==> src/rtl/mem_arbiter.sv <==
// mem_arbiter: shares one mmu memory port between NUM_MASTERS masters.
// Each transaction walks IDLE -> BUSY -> DONE. In BUSY the granted master's
// request fields are routed combinationally to the mmu and the mmu's ready
// pulse is routed straight back. DONE is a one-cycle gap with all mmu enables
// low so the mmu sees its enable drop between transactions.
//
// Handshake: a master raises read and/or write enable and holds the request
// fields stable until it sees a one-cycle m_mem_ready pulse on its own bit.
// Write wins if both enables are set. m_data_out is only meaningful in the
// cycle m_mem_ready is high. m_error pulses with m_mem_ready when the mmu
// failed to answer within TIMEOUT_CYCLES BUSY cycles.
module mem_arbiter #(
    parameter int NUM_MASTERS    = 2,
    parameter int ADDR_WIDTH     = 32,
    parameter int DATA_WIDTH     = 32,
    parameter int PRIORITY_MODE  = 0,
    parameter int TIMEOUT_CYCLES = 0,
    localparam int GW = (NUM_MASTERS > 1) ? $clog2(NUM_MASTERS) : 1
) (
    input  logic                              clk,
    input  logic                              reset,
    input  logic [NUM_MASTERS-1:0]            m_read_enable,
    input  logic [NUM_MASTERS-1:0]            m_write_enable,
    input  logic [NUM_MASTERS-1:0]            m_signed_read,
    input  logic [2*NUM_MASTERS-1:0]          m_data_width,
    input  logic [ADDR_WIDTH*NUM_MASTERS-1:0] m_address,
    input  logic [DATA_WIDTH*NUM_MASTERS-1:0] m_data_in,
    output logic [DATA_WIDTH-1:0]             m_data_out,
    output logic [NUM_MASTERS-1:0]            m_mem_ready,
    output logic [NUM_MASTERS-1:0]            m_error,
    output logic                              s_read_enable,
    output logic                              s_write_enable,
    output logic                              s_signed_read,
    output logic [1:0]                        s_data_width,
    output logic [ADDR_WIDTH-1:0]             s_address,
    output logic [DATA_WIDTH-1:0]             s_data_in,
    input  logic [DATA_WIDTH-1:0]             s_data_out,
    input  logic                              s_mem_ready,
    output logic [GW-1:0]                     grant_id,
    output logic [1:0]                        o_state
);

    typedef enum logic [1:0] {
        ST_IDLE = 2'd0,
        ST_BUSY = 2'd1,
        ST_DONE = 2'd2
    } state_t;

    state_t                   r_state;
    state_t                   w_next_state;
    logic [GW-1:0]            r_grant;
    logic [GW-1:0]            r_last_grant;
    logic [GW-1:0]            w_winner;
    logic [GW-1:0]            w_win_hi;
    logic [GW-1:0]            w_win_lo;
    logic                     w_found_hi;
    logic                     w_found_lo;
    logic [NUM_MASTERS-1:0]   w_req;
    logic                     w_any_req;
    logic                     w_expire;

    assign w_req      = m_read_enable | m_write_enable;
    assign w_any_req  = |w_req;
    assign m_data_out = s_data_out;
    assign grant_id   = r_grant;
    assign o_state    = r_state;

    // Winner selection: fixed mode takes the lowest requester; round-robin
    // takes the first requester above last_grant, else wraps to the lowest.
    always_comb begin
        w_win_hi   = '0;
        w_win_lo   = '0;
        w_found_hi = 1'b0;
        w_found_lo = 1'b0;
        for (int i = 0; i < NUM_MASTERS; i++) begin
            if (w_req[i] && !w_found_hi && (PRIORITY_MODE == 0) && (GW'(i) > r_last_grant)) begin
                w_win_hi   = GW'(i);
                w_found_hi = 1'b1;
            end
            if (w_req[i] && !w_found_lo) begin
                w_win_lo   = GW'(i);
                w_found_lo = 1'b1;
            end
        end
        w_winner = w_found_hi ? w_win_hi : w_win_lo;
    end

    // Response timeout: counts BUSY cycles, fires on the last allowed one
    // unless the mmu answers in that same cycle.
    generate
        if (TIMEOUT_CYCLES > 0) begin : g_timeout
            localparam int CW = (TIMEOUT_CYCLES > 1) ? $clog2(TIMEOUT_CYCLES) : 1;
            localparam logic [CW-1:0] LAST_COUNT = CW'(TIMEOUT_CYCLES - 1);
            logic [CW-1:0] r_count;

            // Counter is held at zero outside BUSY, so it starts from zero on entry.
            always_ff @(posedge clk or posedge reset) begin
                if (reset) begin
                    r_count <= '0;
                end else if (r_state != ST_BUSY) begin
                    r_count <= '0;
                end else begin
                    r_count <= r_count + CW'(1);
                end
            end

            assign w_expire = (r_state == ST_BUSY) && (r_count == LAST_COUNT) && !s_mem_ready;
        end else begin : g_no_timeout
            assign w_expire = 1'b0;
        end
    endgenerate

    // State register plus grant bookkeeping, updated when a grant is taken.
    always_ff @(posedge clk or posedge reset) begin
        if (reset) begin
            r_state      <= ST_IDLE;
            r_grant      <= '0;
            r_last_grant <= GW'(NUM_MASTERS - 1);
        end else begin
            r_state <= w_next_state;
            if (r_state == ST_IDLE && w_any_req) begin
                r_grant      <= w_winner;
                r_last_grant <= w_winner;
            end
        end
    end

    // Next-state logic.
    always_comb begin
        w_next_state = r_state;
        case (r_state)
            ST_IDLE: if (w_any_req) w_next_state = ST_BUSY;
            ST_BUSY: if (s_mem_ready || w_expire) w_next_state = ST_DONE;
            ST_DONE: w_next_state = ST_IDLE;
            default: w_next_state = ST_IDLE;
        endcase
    end

    // Datapath mux: route the granted master to the mmu while BUSY and
    // return the completion/error pulse to that master only.
    always_comb begin
        s_read_enable  = 1'b0;
        s_write_enable = 1'b0;
        s_signed_read  = 1'b0;
        s_data_width   = 2'b00;
        s_address      = '0;
        s_data_in      = '0;
        m_mem_ready    = '0;
        m_error        = '0;
        if (r_state == ST_BUSY) begin
            for (int i = 0; i < NUM_MASTERS; i++) begin
                if (r_grant == GW'(i)) begin
                    s_write_enable = m_write_enable[i];
                    s_read_enable  = m_read_enable[i] & ~m_write_enable[i];
                    s_signed_read  = m_signed_read[i];
                    s_data_width   = m_data_width[i*2 +: 2];
                    s_address      = m_address[i*ADDR_WIDTH +: ADDR_WIDTH];
                    s_data_in      = m_data_in[i*DATA_WIDTH +: DATA_WIDTH];
                    m_mem_ready[i] = s_mem_ready | w_expire;
                    m_error[i]     = w_expire;
                end
            end
        end
    end

endmodule

==> config.mk <==
export PLATFORM = sky130hd
export DESIGN_NAME = mem_arbiter
export DESIGN_NICKNAME = d
export VERILOG_FILES = /design/src/rtl/mem_arbiter.sv
export SDC_FILE = /design/constraint.sdc
export NUM_CORES = 1
export LEC_CHECK = 0
export ABC_AREA = 0
export CAP_MARGIN = 20
export CELL_PAD_IN_SITES_DETAIL_PLACEMENT = 0
export CELL_PAD_IN_SITES_GLOBAL_PLACEMENT = 1
export CORE_MARGIN = 5
export CORE_UTILIZATION = 12
export CTS_BUF_LIST = sky130_fd_sc_hd__clkbuf_8
export DETAILED_ROUTE_END_ITERATION = 10
export PLACE_DENSITY_LB_ADDON = 0.05
export RECOVER_POWER = 100
export SLEW_MARGIN = 0
export SYNTH_ARGS = -nofsm -noshare
export SYNTH_HDL_FRONTEND = slang
export SYNTH_SLANG_ARGS = --single-unit
==> constraint.sdc <==
create_clock -name clk -period 1.3 [get_ports clk]
set_input_delay 0.325 -clock clk [delete_from_list [all_inputs] [get_ports clk]]
set_output_delay 0.325 -clock clk [all_outputs]
set_load 0.01 [all_outputs]
# Word level (Yosys, flattened, before mapping)
# Cells that the tools add are included.
[classes]
n_mux = 24
n_lt_le_gt_ge = 2
reduce_logical = 10
n_eq_ne = 3
bitwise_logic = 5
[op_table]
columns = ["cell", "count"]
rows = [
  ["$mux W32", 4],
  ["$mux W1", 14],
  ["$mux W2", 5],
  ["$logic_and A1 B1 Y1", 5],
  ["$ne A2 B2 Y1 const B", 2],
  ["$pmux W2 S2", 1],
  ["$and A1 B1 Y1", 2],
  ["$eq A2 B1 Y1 const B", 1],
  ["$gt A1 B1 Y1 const A", 2],
  ["$logic_not A1 Y1", 2],
  ["$logic_not A2 Y1", 1],
  ["$not A1 Y1", 2],
  ["$or A2 B2 Y2", 1],
  ["$reduce_and A2 Y1", 1],
  ["$reduce_or A2 Y1", 1],
]
[word_totals]
output_inout_bits = 108
wordCells = 47
ff_bits = 4
in_bits = 173

# Longest topological paths before layout
# Gate-level depths: netlist (run 1).
[logic_depth]
ltp_word = 8
mapped_depth = 4
mapped_depth_nobuf = 3

# Worst setup path before layout (run 1)
# Ideal clock, no wire load.
[synth_path]
path_type = "register -> output"
startpoint = "register r_state[1], in the netlist o_state[1]"
endpoint = "output s_address[26]"
arrival_time_ns = 1.042
path_slack_ns = -0.067
required_ns = 0.975
path_stages_with_launch = 5
n_path_buf = 2
cell_sequence = "dfrtp_1 -> nand2b_1 -> buf_6 -> buf_6 -> nor2_1"
[synth_between]
elab_chain_cells = 2
[synth_rtl]
columns = ["element", "line", "text"]
rows = [
  ["from (decl)", "49", "state_t r_state;"],
  ["from (signal assigned)", "120", "r_state <= w_next_state;"],
  ["$eq A2 B1 Y1", "150", "if (r_state == ST_BUSY) begin"],
  ["$mux W32", "150", ""],
  ["to (decl)", "35", "output logic [ADDR_WIDTH-1:0] s_address,"],
]
# No other way between the ends.

# Worst setup path in the final report (run 1)
[layout_path]
startpoint = "register r_grant, in the netlist grant_id"
endpoint = "output s_data_in[5]"
[layout_between]
elab_chain_cells = 2
[layout_rtl]
columns = ["element", "line", "text"]
rows = [
  ["from (decl)", "51", "logic [GW-1:0] r_grant;"],
  ["from (signal assigned)", "122", "r_grant <= w_winner;"],
  ["$mux W32", "152", "if (r_grant == GW'(i)) begin"],
  ["$mux W32", "150", ""],
  ["to (decl)", "36", "output logic [DATA_WIDTH-1:0] s_data_in,"],
]
# No other way between the ends.

==> parameters.txt, run 1 <==
Parameter                              Value

STA
  Slew Viols, Final ... 0
  Final clock skew ... between 0.0015 and 0.002 ns
  Worst Slack Setup Final ... -0.4442 ns
  Unrepaired setup endpoints after global routing ... true
  Max Freq ... about 0.57 GHz
  Minimum period implied by the final worst setup slack ... between 1.5 and 2 ns
  Finish-stage setup viols ... 72
  Fin. Hold Viols ... 0
  Final Cycle Share ... 1.342

Logic synthesis
  Number of distinct library cells after synthesis ... 21
  Number of instances in the synthesized netlist ... between 200 and 250
  Share of synthesized area occupied by flip-flops and latches ... 0.06255
  Flops & latches, synth ... 4
  Syn Area/Cell ... around 7.7 um^2
  Synth Cell Area ... 1620 um^2
  Total of warnings raised by yosys ... 0

Floorplan
  # rows ... 42
  Overall die height ... approximately 130 um
  Effective utilization at floorplan ... 0.1224
  Io pins ... 281
  Total die area ... about 16000 um^2
  Die Width ... approximately 130 um
  Core Region ... between 10000 and 15000 um^2

GRT
  Vias in the first global route ... between 2000 and 2500
  Maximum number of pins on one net before global-route repair ... 32
  Residual overflow from global routing ... 0
  Total GRT Usage ... 0.1008
  Global-route wire length before repair ... ~13000 um
  Antenna violations before repair ... 0

Clock network
  Clock tree from TritonCTS ... done
  Buffer type at the clock tree root ... clkbuf_8
  Buffers from clock root to sink, at most ... 2
  Count of hold-fix buffers inserted at cts ... 0
  TritonCTS buffer count ... 3
  Clock Sink Count ... 4
  Insertion delay to the later sink of the worst-skew pair ... between 0.2 and 0.25 ns
  Clock edge transition at the registers on the reported setup and hold paths ... 0.03 ns
  Number of H-tree levels ... 1

Worst setup path
  Launching element of the worst setup path ... grant_id$_DFFE_PP0P_
  Required time reported for the critical path endpoint ... roughly 1 ns
  Critical path's largest stage delay ... ~0.50 ns
  Count of cells along the worst register-to-register path ... 3
  Largest delay contributor family on the critical path ... flip-flops
  Arrival time worst endpoint ... 1.42 ns
  Worst R2R Start ... grant_id$_DFFE_PP0P_
  Endpoint kind of the worst setup timing path ... output pin
  Worst Setup Path Type ... register to output pin
  Slack of the worst reg-to-reg path ... ~0.16 ns
  Max Fanout on Critical Path ... 8
  Critical path startpoint category ... register
  Buffers & Inverters on Critical Path ... 3
  Critical path, cell by cell ... buf_6, buf_16, mux2i_1, nor2_1, buf_2
  Cell type of the slowest stage on the worst timing path ... dfrtp_4
  Worst path depth ... 5

Routing
  Uppermost signal routing layer after detailed routing ... met4
  Metal-1 WL ... around 3500 um
  Routed WL per cell ... ~16 um
  Detailed-route wire length ... around 9000 um
  Via/cell ratio ... roughly 3.7
  Sum of met2 wire segment lengths after detailed routing ... 4626 um
  DRC violations left ... 0
  DR WL met3 ... 925 um
  Post-route antenna net violation count ... 0
  Routed vias ... 2148
  First-iteration detailed-routing DRC count ... 32
  Number of search-and-repair iterations in the first detailed-routing pass ... 3

Layout
  Number of nets in the layout ... 582
  Diode insertion count for antenna repair ... 0
  Final Instance Area ... around 3700 um^2
  Final Core Density ... 0.2816
  Area growth from synthesis to final layout ... 130.1%
  Fraction of final layout cells sized beyond drive strength 1 ... 0.3137
  Commonest cells after routing, fill and taps aside ... clkdlybuf4s50_1 (135), buf_2 (70), mux2i_1 (65), nor2_1 (62), buf_4 (15)
  Count of fill cells added during filler insertion ... between 1000 and 1500
  Most frequent standard cell in the layout excluding fill and tap cells ... clkdlybuf4s50_1

Job
  Total of max-cap violations ... 0

Status
  Violations in the final reports ... negative setup slack
  Outcome ... complete, but fails checks

Pwr
  Leak ... 1.772 nW
  Total power per unit cell area ... about 1400 nW/um^2
  Worst VDD drop ... 0.0005643 V

Placed design
  Count of input and output buffers ... around 210
  Placed cell areas ... 3777 um^2
  HPWL Detailed ... about 7000 um
  Gpl congestion ... roughly 0.75
  Placement Setup Slack ... -0.7003 ns

Hold path
  Type of the most critical hold path ... primary input to async pin
==> registers in the layout, indices dropped and copies added (netlist names) <==
name and cells:
grant_id 1, o_state 2, r_last_grant 1
==> metal layers <==
layer	global-route usage	vias up
li1	-	1061
met1	0.1133	938
met2	0.1840	145
met3	0.03853	4
met4	0.01514	0
met5	0	-
==> where the power goes <==
part	internal [mW]	total [mW]	switching, mW
logic	2.49	4.54	2.05
registers	0.190	0.238	0.0480
clock network	0.202	0.278	0.0757
==> per-stage QoR <==
stage	hold WS [ns]	TNS [ns]	cells	power, mW
3_3_place_gp	0.5275	-40.11	569	4.662
6_report	0.4187	-28.19	584	5.053
5_1_grt	0.4425	-33.30	584	5.477
4_1_cts	0.2828	-29.76	581	4.993
2_1_floorplan	0.09036	-3.132	211	2.842
3_5_place_dp	0.5228	-40.49	569	4.626
==> worst paths after layout <==
path | end
min in group clk | o_state[0]$_DFFE_PP0P_
max in group asynchronous | r_last_grant$_DFFE_PP1P_
setup / recovery | s_data_in[5]
hold / removal | o_state[1]$_DFFE_PP0P_
setup reg to reg | grant_id$_DFFE_PP0P_
hold reg to reg | o_state[0]$_DFFE_PP0P_
==> cell type report <==
class / count / area (um^2) / area share
clock inverters: 1 / 3.754 / 0.001007
inverters: 2 / 7.507 / 0.002013
multi-input cells: 155 / 1156 / 0.3101
repair buffers: 243 / 2195 / 0.5886
clock buffers: 3 / 41.29 / 0.01107
well taps: 176 / 220.2 / 0.05906
flip-flops and latches: 4 / 105.1 / 0.02819
==> synth_stat cells <==
cell	number	area share
a211oi_1	1	0.0046
a22o_1	1	0.0054
a2bb2oi_1	1	0.0054
and2_1	1	0.0039
buf_4	34	0.16
buf_6	9	0.063
buf_8	7	0.065
conb_1	1	0.0023
dfrtp_1	3	0.046
dfstp_2	1	0.016
inv_1	2	0.0046
mux2_2	1	0.0069
mux2i_1	68	0.42
nand2_1	1	0.0023
nand2b_1	1	0.0039
nor2_1	71	0.16
nor2_2	2	0.0077
nor3_1	1	0.0031
nor3_2	1	0.0062
nor4b_1	1	0.0054
o21ai_0	2	0.0062
==> cells by family (layout without fill, tap and decap cells) <==
family | after synthesis | in the layout | share of synthesized area
AOI/OAI and AO/OA | 5 | 5 | 0.02163
buffers and inverters | 52 | 249 | 0.2896
DFF | 4 | 4 | 0.06255
muxes | 69 | 69 | 0.4270
other | 1 | 2 | 0.002314
and+or+nand+nor | 79 | 79 | 0.1969
==> worst reg2reg max path, cell delays in order (launching register included) <==
cell     delay, ns
dfrtp_4       0.50
buf_4         0.18
buf_16        0.14
a22o_1        0.20
==> what timing repair did <==
| item | CTS | global route |
|---|---|---|
| setup buffers | 5 | 2 |
| gates resized for setup | 317 | 12 |
| gates cloned | 3 | 3 |
| setup endpoints to repair | 77 | 74 |
| pin swaps | 4 | 7 |
Power figures use the tool's default switching activity.
==> run 2: changes to the inputs <==
CTS_CLUSTER_SIZE = 40   (was default)
GPL_TIMING_DRIVEN = 0   (was default)
==> run 2 against run 1 <==
  * The flow still finishes with violations (negative setup slack)
  * Critical path depth increased by 1
  * Utilization increased by 5.8 points
  * Sequential power about the same
  * Wire length increased by 4.6%
  * Worst setup slack got worse by 0.021 ns
  * Die area unchanged
  * Combinational power increased by 19%
  * Cell count increased by 12%
  * Critical path type unchanged
==> parameters.txt, run 2 (synthesis results as in run 1) <==
Parameter                              Value

Status
  Outcome ... complete, but fails checks
  Violations in the final reports ... negative setup slack

GRT
  Antenna violations before repair ... 0
  Maximum number of pins on one net before global-route repair ... 11
  Total GRT Usage ... 0.1065
  Global-route wire length before repair ... approximately 14000 um
  Vias in the first global route ... between 2000 and 3000
  Residual overflow from global routing ... 0

Clock network
  Clock Sink Count ... 4
  Buffers from clock root to sink, at most ... 2
  Clock edge transition at the registers on the reported setup and hold paths ... 0.04 ns
  Number of H-tree levels ... 1
  Clock tree from TritonCTS ... done
  Count of hold-fix buffers inserted at cts ... 0
  Buffer type at the clock tree root ... clkbuf_8
  TritonCTS buffer count ... 3
  Insertion delay to the later sink of the worst-skew pair ... ~0.22 ns

Layout
  Commonest cells after routing, fill and taps aside ... clkdlybuf4s50_1 (168), buf_2 (65), nor2_1 (62), mux2i_1 (57), clkbuf_4 (32)
  Area growth from synthesis to final layout ... 177.6%
  Diode insertion count for antenna repair ... 0
  Multi-input combinational cell area ... ~1200 um^2
  FF+latch area ... roughly 100 um^2
  Final std cells w/o fill ... 653
  Most frequent standard cell in the layout excluding fill and tap cells ... clkdlybuf4s50_1
  Number of nets in the layout ... 651
  Final Core Density ... 0.3397
  Fraction of final layout cells sized beyond drive strength 1 ... 0.3606
  Count of fill cells added during filler insertion ... about 1400
  Number of flip-flops in the largest register ... 2

Worst setup path
  Max Fanout on Critical Path ... 7
  Arrival time worst endpoint ... around 1.4 ns
  Endpoint kind of the worst setup timing path ... output pin
  Worst Setup Path Type ... register to output pin
  Required time reported for the critical path endpoint ... 0.98 ns
  Critical path startpoint category ... register

STA
  Slew Viols, Final ... 0
  Fin. Hold Viols ... 0
  Finish-stage setup viols ... about 70
  Final Cycle Share ... 1.358
  Final clock skew ... ~0.0064 ns
  Max Freq ... approximately 0.57 GHz
  Worst Slack Setup Final ... -0.4648 ns
  Unrepaired setup endpoints after global routing ... true
  Minimum period implied by the final worst setup slack ... roughly 1.8 ns

Routing
  First-iteration detailed-routing DRC count ... 28
  Routed vias ... 2362
  DRC violations left ... 0
  Post-route antenna net violation count ... 0
  Routed WL per cell ... between 10 and 15 um
  Number of search-and-repair iterations in the first detailed-routing pass ... 4
  Detailed-route wire length ... 9489 um
  Via/cell ratio ... 3.617

Floorplan
  Effective utilization at floorplan ... 0.1224
  Overall die height ... approximately 130 um
  # rows ... 42
  Core Region ... 13240 um^2
  Io pins ... 281
  Die Width ... about 130 um
  Total die area ... approximately 16000 um^2

Pwr
  Total power per unit cell area ... between 1000 and 1500 nW/um^2
  Leak ... around 2.1 nW
  Worst VDD drop ... 0.0005228 V

Placed design
  HPWL Detailed ... 7861 um
  Gpl congestion ... 0.7841
  Number of cells after detailed placement ... roughly 630
  Count of input and output buffers ... around 250

Job
  Total of max-cap violations ... 0

Hold path
  Type of the most critical hold path ... primary input to async pin
==> run 2: final cells by class <==
| cell class | count | area share |
|---|---|---|
| buffer | 50 | 0.1163 |
| clock buffer | 3 | 0.009179 |
| clock inverter | 1 | 0.0008345 |
| inverter | 2 | 0.001669 |
| multi-input combinational | 155 | 0.2651 |
| sequential | 4 | 0.02281 |
| tap | 176 | 0.04896 |
| timing repair buffer | 262 | 0.5352 |
==> run 2: routing by layer <==
metal / up-vias / wire (um) / track usage
met4: 0 / 6 / 0.007571
met1: 1015 / 3557 / 0.1172
met3: 2 / 938 / 0.03726
li1: 1199 / - / -
met2: 146 / 4987 / 0.2044
met5: - / 0 / 0
==> run 2: timing repair <==
| action | CTS | global route |
|---|---|---|
| gates resized for setup | 330 | 20 |
| setup buffers | 10 | 2 |
| endpoints found under the setup margin | 74 | 75 |
| gates cloned | 5 | 1 |
| pin swaps | 1 | 3 |
==> run 2: where the power goes <==
part | switching [mW] | internal (mW)
Clock | 0.0652 | 0.201
Combinational | 2.22 | 3.19
Sequential | 0.0537 | 0.183
Total | 2.33 | 3.58
==> run 2: path summary, 6_finish.rpt <==
path                                        start                       end  slack [ns]  cells past startpoint
setup reg to reg             grant_id$_DFFE_PP0P_      grant_id$_DFFE_PP0P_        0.11                      4
setup / recovery             grant_id$_DFFE_PP0P_             s_address[31]       -0.46                      6
hold / removal                              reset    o_state[1]$_DFFE_PP0P_        0.44                      2
min in group clk                      s_mem_ready    o_state[0]$_DFFE_PP0P_        0.49                      2
hold reg to reg            o_state[1]$_DFFE_PP0P_    o_state[0]$_DFFE_PP0P_        0.55                      2
max in group asynchronous                   reset  r_last_grant$_DFFE_PP1P_        0.63                      2
==> run 2: critical path: stages, from the launching register on <==
cell and delay (ns):
dfrtp_2 0.43, buf_12 0.17, buf_12 0.14, buf_6 0.11, mux2i_2 0.19, nor2_2 0.04, buf_2 0.13
==> run 2: per-stage QoR <==
| stage | power [mW] | TNS, ns | instance area (um^2) | setup slack, ns | hold WS [ns] |
|---|---|---|---|---|---|
| 3_5_place_dp | 4.940 | -40.14 | 4345 | -0.7754 | 0.5223 |
| 2_1_floorplan | 2.842 | -3.132 | 1663 | -0.04677 | 0.09036 |
| 4_1_cts | 5.871 | -27.76 | 4403 | -0.4780 | 0.3052 |
| 5_1_grt | 6.346 | -31.65 | 4498 | -0.5399 | 0.4567 |
| 6_report | 5.912 | -24.89 | 4498 | -0.4648 | 0.4387 |
| 3_3_place_gp | 4.944 | -39.45 | 4345 | -0.7707 | 0.5076 |
==> run 3: changes to the inputs <==
CORE_MARGIN = default   (was 5)
==> run 3 against run 2 <==
  * The flow still finishes with violations (negative setup slack)
  * Total power is 17% lower
  * Cell count is 1.7% lower
  * Register-to-register slack worse by 0.02 ns
  * Worst setup slack better by 0.0070 ns
  * Worst hold slack worse by 0.015 ns
  * Clock skew is 0.00051 ns higher
  * Clock power is 1% lower
  * Sequential power is 6% lower
  * Sequential share of layout area is 0.13 points higher
  * Maximum frequency is 0.40% higher
  * Highest routed layer is now met3
==> parameters.txt, run 3 (synthesis results as in run 1) <==
Parameter                              Value

Job
  Total of max-cap violations ... 0

Worst setup path
  Buffers & Inverters on Critical Path ... 3
  Max Fanout on Critical Path ... 10
  Worst Setup Path Type ... register to output pin
  Critical path, cell by cell ... buf_12, buf_12, mux2i_1, nor2_2, clkdlybuf4s15_1
  Most prevalent standard cell on the critical path ... buf_12
  Endpoint kind of the worst setup timing path ... output pin
  Critical path's largest stage delay ... 0.38 ns
  Worst path depth ... 5
  Required time reported for the critical path endpoint ... between 0.9 and 1 ns
  Cell type of the slowest stage on the worst timing path ... dfrtp_1
  Critical path startpoint category ... register
  Largest delay contributor family on the critical path ... buffers and inverters
  Arrival time worst endpoint ... 1.43 ns
  Count of cells along the worst register-to-register path ... 5

Floorplan
  Io pins ... between 200 and 300
  Core Region ... approximately 13000 um^2
  Effective utilization at floorplan ... 0.1228
  Overall die height ... between 100 and 150 um
  Total die area ... 13970 um^2
  # rows ... 42
  Die Width ... roughly 120 um

Pwr
  Overall Power ... about 4.9 mW
  Total power per unit cell area ... between 1000 and 1500 nW/um^2
  Leak ... roughly 2.0 nW
  Worst VDD drop ... roughly 0.00049 V

Placed design
  Placement Setup Slack ... -0.7915 ns
  Gpl congestion ... between 0.7 and 0.8
  Placed cell areas ... roughly 4300 um^2
  HPWL Detailed ... slightly below 7000 um
  Count of input and output buffers ... roughly 250

STA
  Unrepaired setup endpoints after global routing ... true
  Finish-stage setup viols ... between 70 and 80
  Minimum period implied by the final worst setup slack ... about 1.8 ns
  Worst Slack Setup Final ... -0.4578 ns
  Max Freq ... 0.5689 GHz
  Fin. Hold Viols ... 0
  Setup TNS Final ... -23.41 ns
  Slew Viols, Final ... 0
  Final clock skew ... 0.006958 ns
  Final Cycle Share ... 1.352

Layout
  Fraction of final layout cells sized beyond drive strength 1 ... 0.3197
  Commonest cells after routing, fill and taps aside ... clkdlybuf4s50_1 (169), mux2i_1 (64), nor2_1 (63), clkbuf_2 (55), clkbuf_4 (33)
  Most frequent standard cell in the layout excluding fill and tap cells ... clkdlybuf4s50_1
  Area growth from synthesis to final layout ... 159.7%
  Number of nets in the layout ... 640
  Number of flip-flops in the largest register ... 2
  Final Instance Area ... between 4000 and 5000 um^2
  Diode insertion count for antenna repair ... 0
  Final Core Density ... 0.3190

GRT
  Residual overflow from global routing ... 0
  Vias in the first global route ... 2185
  Global-route wire length before repair ... 11950 um
  Maximum number of pins on one net before global-route repair ... 11
  Total GRT Usage ... 0.1066
  Antenna violations before repair ... 0

Routing
  Number of search-and-repair iterations in the first detailed-routing pass ... 4
  First-iteration detailed-routing DRC count ... between 40 and 50
  DRC violations left ... 0
  Routed vias ... 2318
  Via/cell ratio ... around 3.6
  Post-route antenna net violation count ... 0
  Detailed-route wire length ... about 8100 um
  Routed WL per cell ... ~13 um

Status
  Violations in the final reports ... negative setup slack
  Outcome ... complete, but fails checks

Hold path
  Type of the most critical hold path ... primary input to async pin

Clock network
  Count of hold-fix buffers inserted at cts ... 0
  Clock tree from TritonCTS ... done
  Number of H-tree levels ... 1
  Insertion delay to the later sink of the worst-skew pair ... 0.22 ns
  TritonCTS buffer count ... 3
  Clock edge transition at the registers on the reported setup and hold paths ... roughly 0.030 ns
  Buffer type at the clock tree root ... clkbuf_8
  Buffers from clock root to sink, at most ... 2
  Clock Sink Count ... 4
==> run 3: cell count changes in the layout (fill, tap and decap cells not counted), moves of 2 or more <==
cell / previous run / this run
dlymetal6s2s_1: 2 / 0
buf_12: 12 / 10
buf_6: 17 / 13
nor2_2: 9 / 7
mux2i_2: 9 / 4
clkbuf_2: 1 / 55
mux2i_1: 57 / 64
buf_2: 65 / 10
buf_16: 4 / 0
clkdlybuf4s15_1: 1 / 3
mux2i_4: 2 / 0
==> run 3: worst register-to-register path, cell delays in order, from the launching register on <==
cell and delay (ns):
dfrtp_1 0.37, clkbuf_4 0.14, buf_4 0.14, nor2_1 0.08, o21ai_0 0.11, a22o_1 0.25
==> run 3: where the power goes <==
group	leakage [nW]	internal, mW	switching [mW]
clock network	0.0269	0.201	0.0623
registers	0.0470	0.180	0.0421
logic	1.88	2.45	1.97
==> run 3: final timing paths <==
path / from / endpoint / slack, ns
min in group clk: s_mem_ready / o_state[0]$_DFFE_PP0P_ / 0.49
max in group asynchronous: reset / r_last_grant$_DFFE_PP1P_ / 0.64
worst max register to register: o_state[1]$_DFFE_PP0P_ / grant_id$_DFFE_PP0P_ / 0.09
worst max-delay path: grant_id$_DFFE_PP0P_ / s_write_enable / -0.46
worst min-delay path: reset / o_state[0]$_DFFE_PP0P_ / 0.42
worst min register to register: r_last_grant$_DFFE_PP1P_ / grant_id$_DFFE_PP0P_ / 0.59
==> run 3: routing by layer <==
| layer | global-route usage | vias up | wire length [um] |
|---|---|---|---|
| met5 | 0 | - | 0 |
| met4 | 0.007212 | 0 | 0 |
| met3 | 0.03185 | 0 | 790 |
| met2 | 0.2048 | 152 | 4174 |
| met1 | 0.1186 | 996 | 3178 |
| li1 | - | 1170 | - |
==> run 3: timing repair <==
item / CTS / global route
hold endpoints to repair: 0 / 0
pin swaps: 1 / 1
setup endpoints to repair: 74 / 71
resized for setup: 138 / 130
buffers inserted: 2 / 3
==> run 3: cell type report <==
type | instances | area (um^2)
tap | 176 | 220.2
timing repair buffer | 251 | 2185
clock buffer | 3 | 41.29
fill | 1443 | 8982
clock inverter | 1 | 3.754
buffer | 50 | 523.0
inverter | 2 | 7.507
sequential | 4 | 101.3
multi-input combinational | 155 | 1126
==> run 3: per-stage QoR <==
| stage | hold slack [ns] | std cells |
|---|---|---|
| 6_report | 0.4241 | 642 |
| 5_1_grt | 0.4332 | 642 |
| 4_1_cts | 0.2839 | 639 |
| 3_5_place_dp | 0.5137 | 633 |
| 3_3_place_gp | 0.5122 | 633 |
| 2_1_floorplan | 0.09036 | 211 |
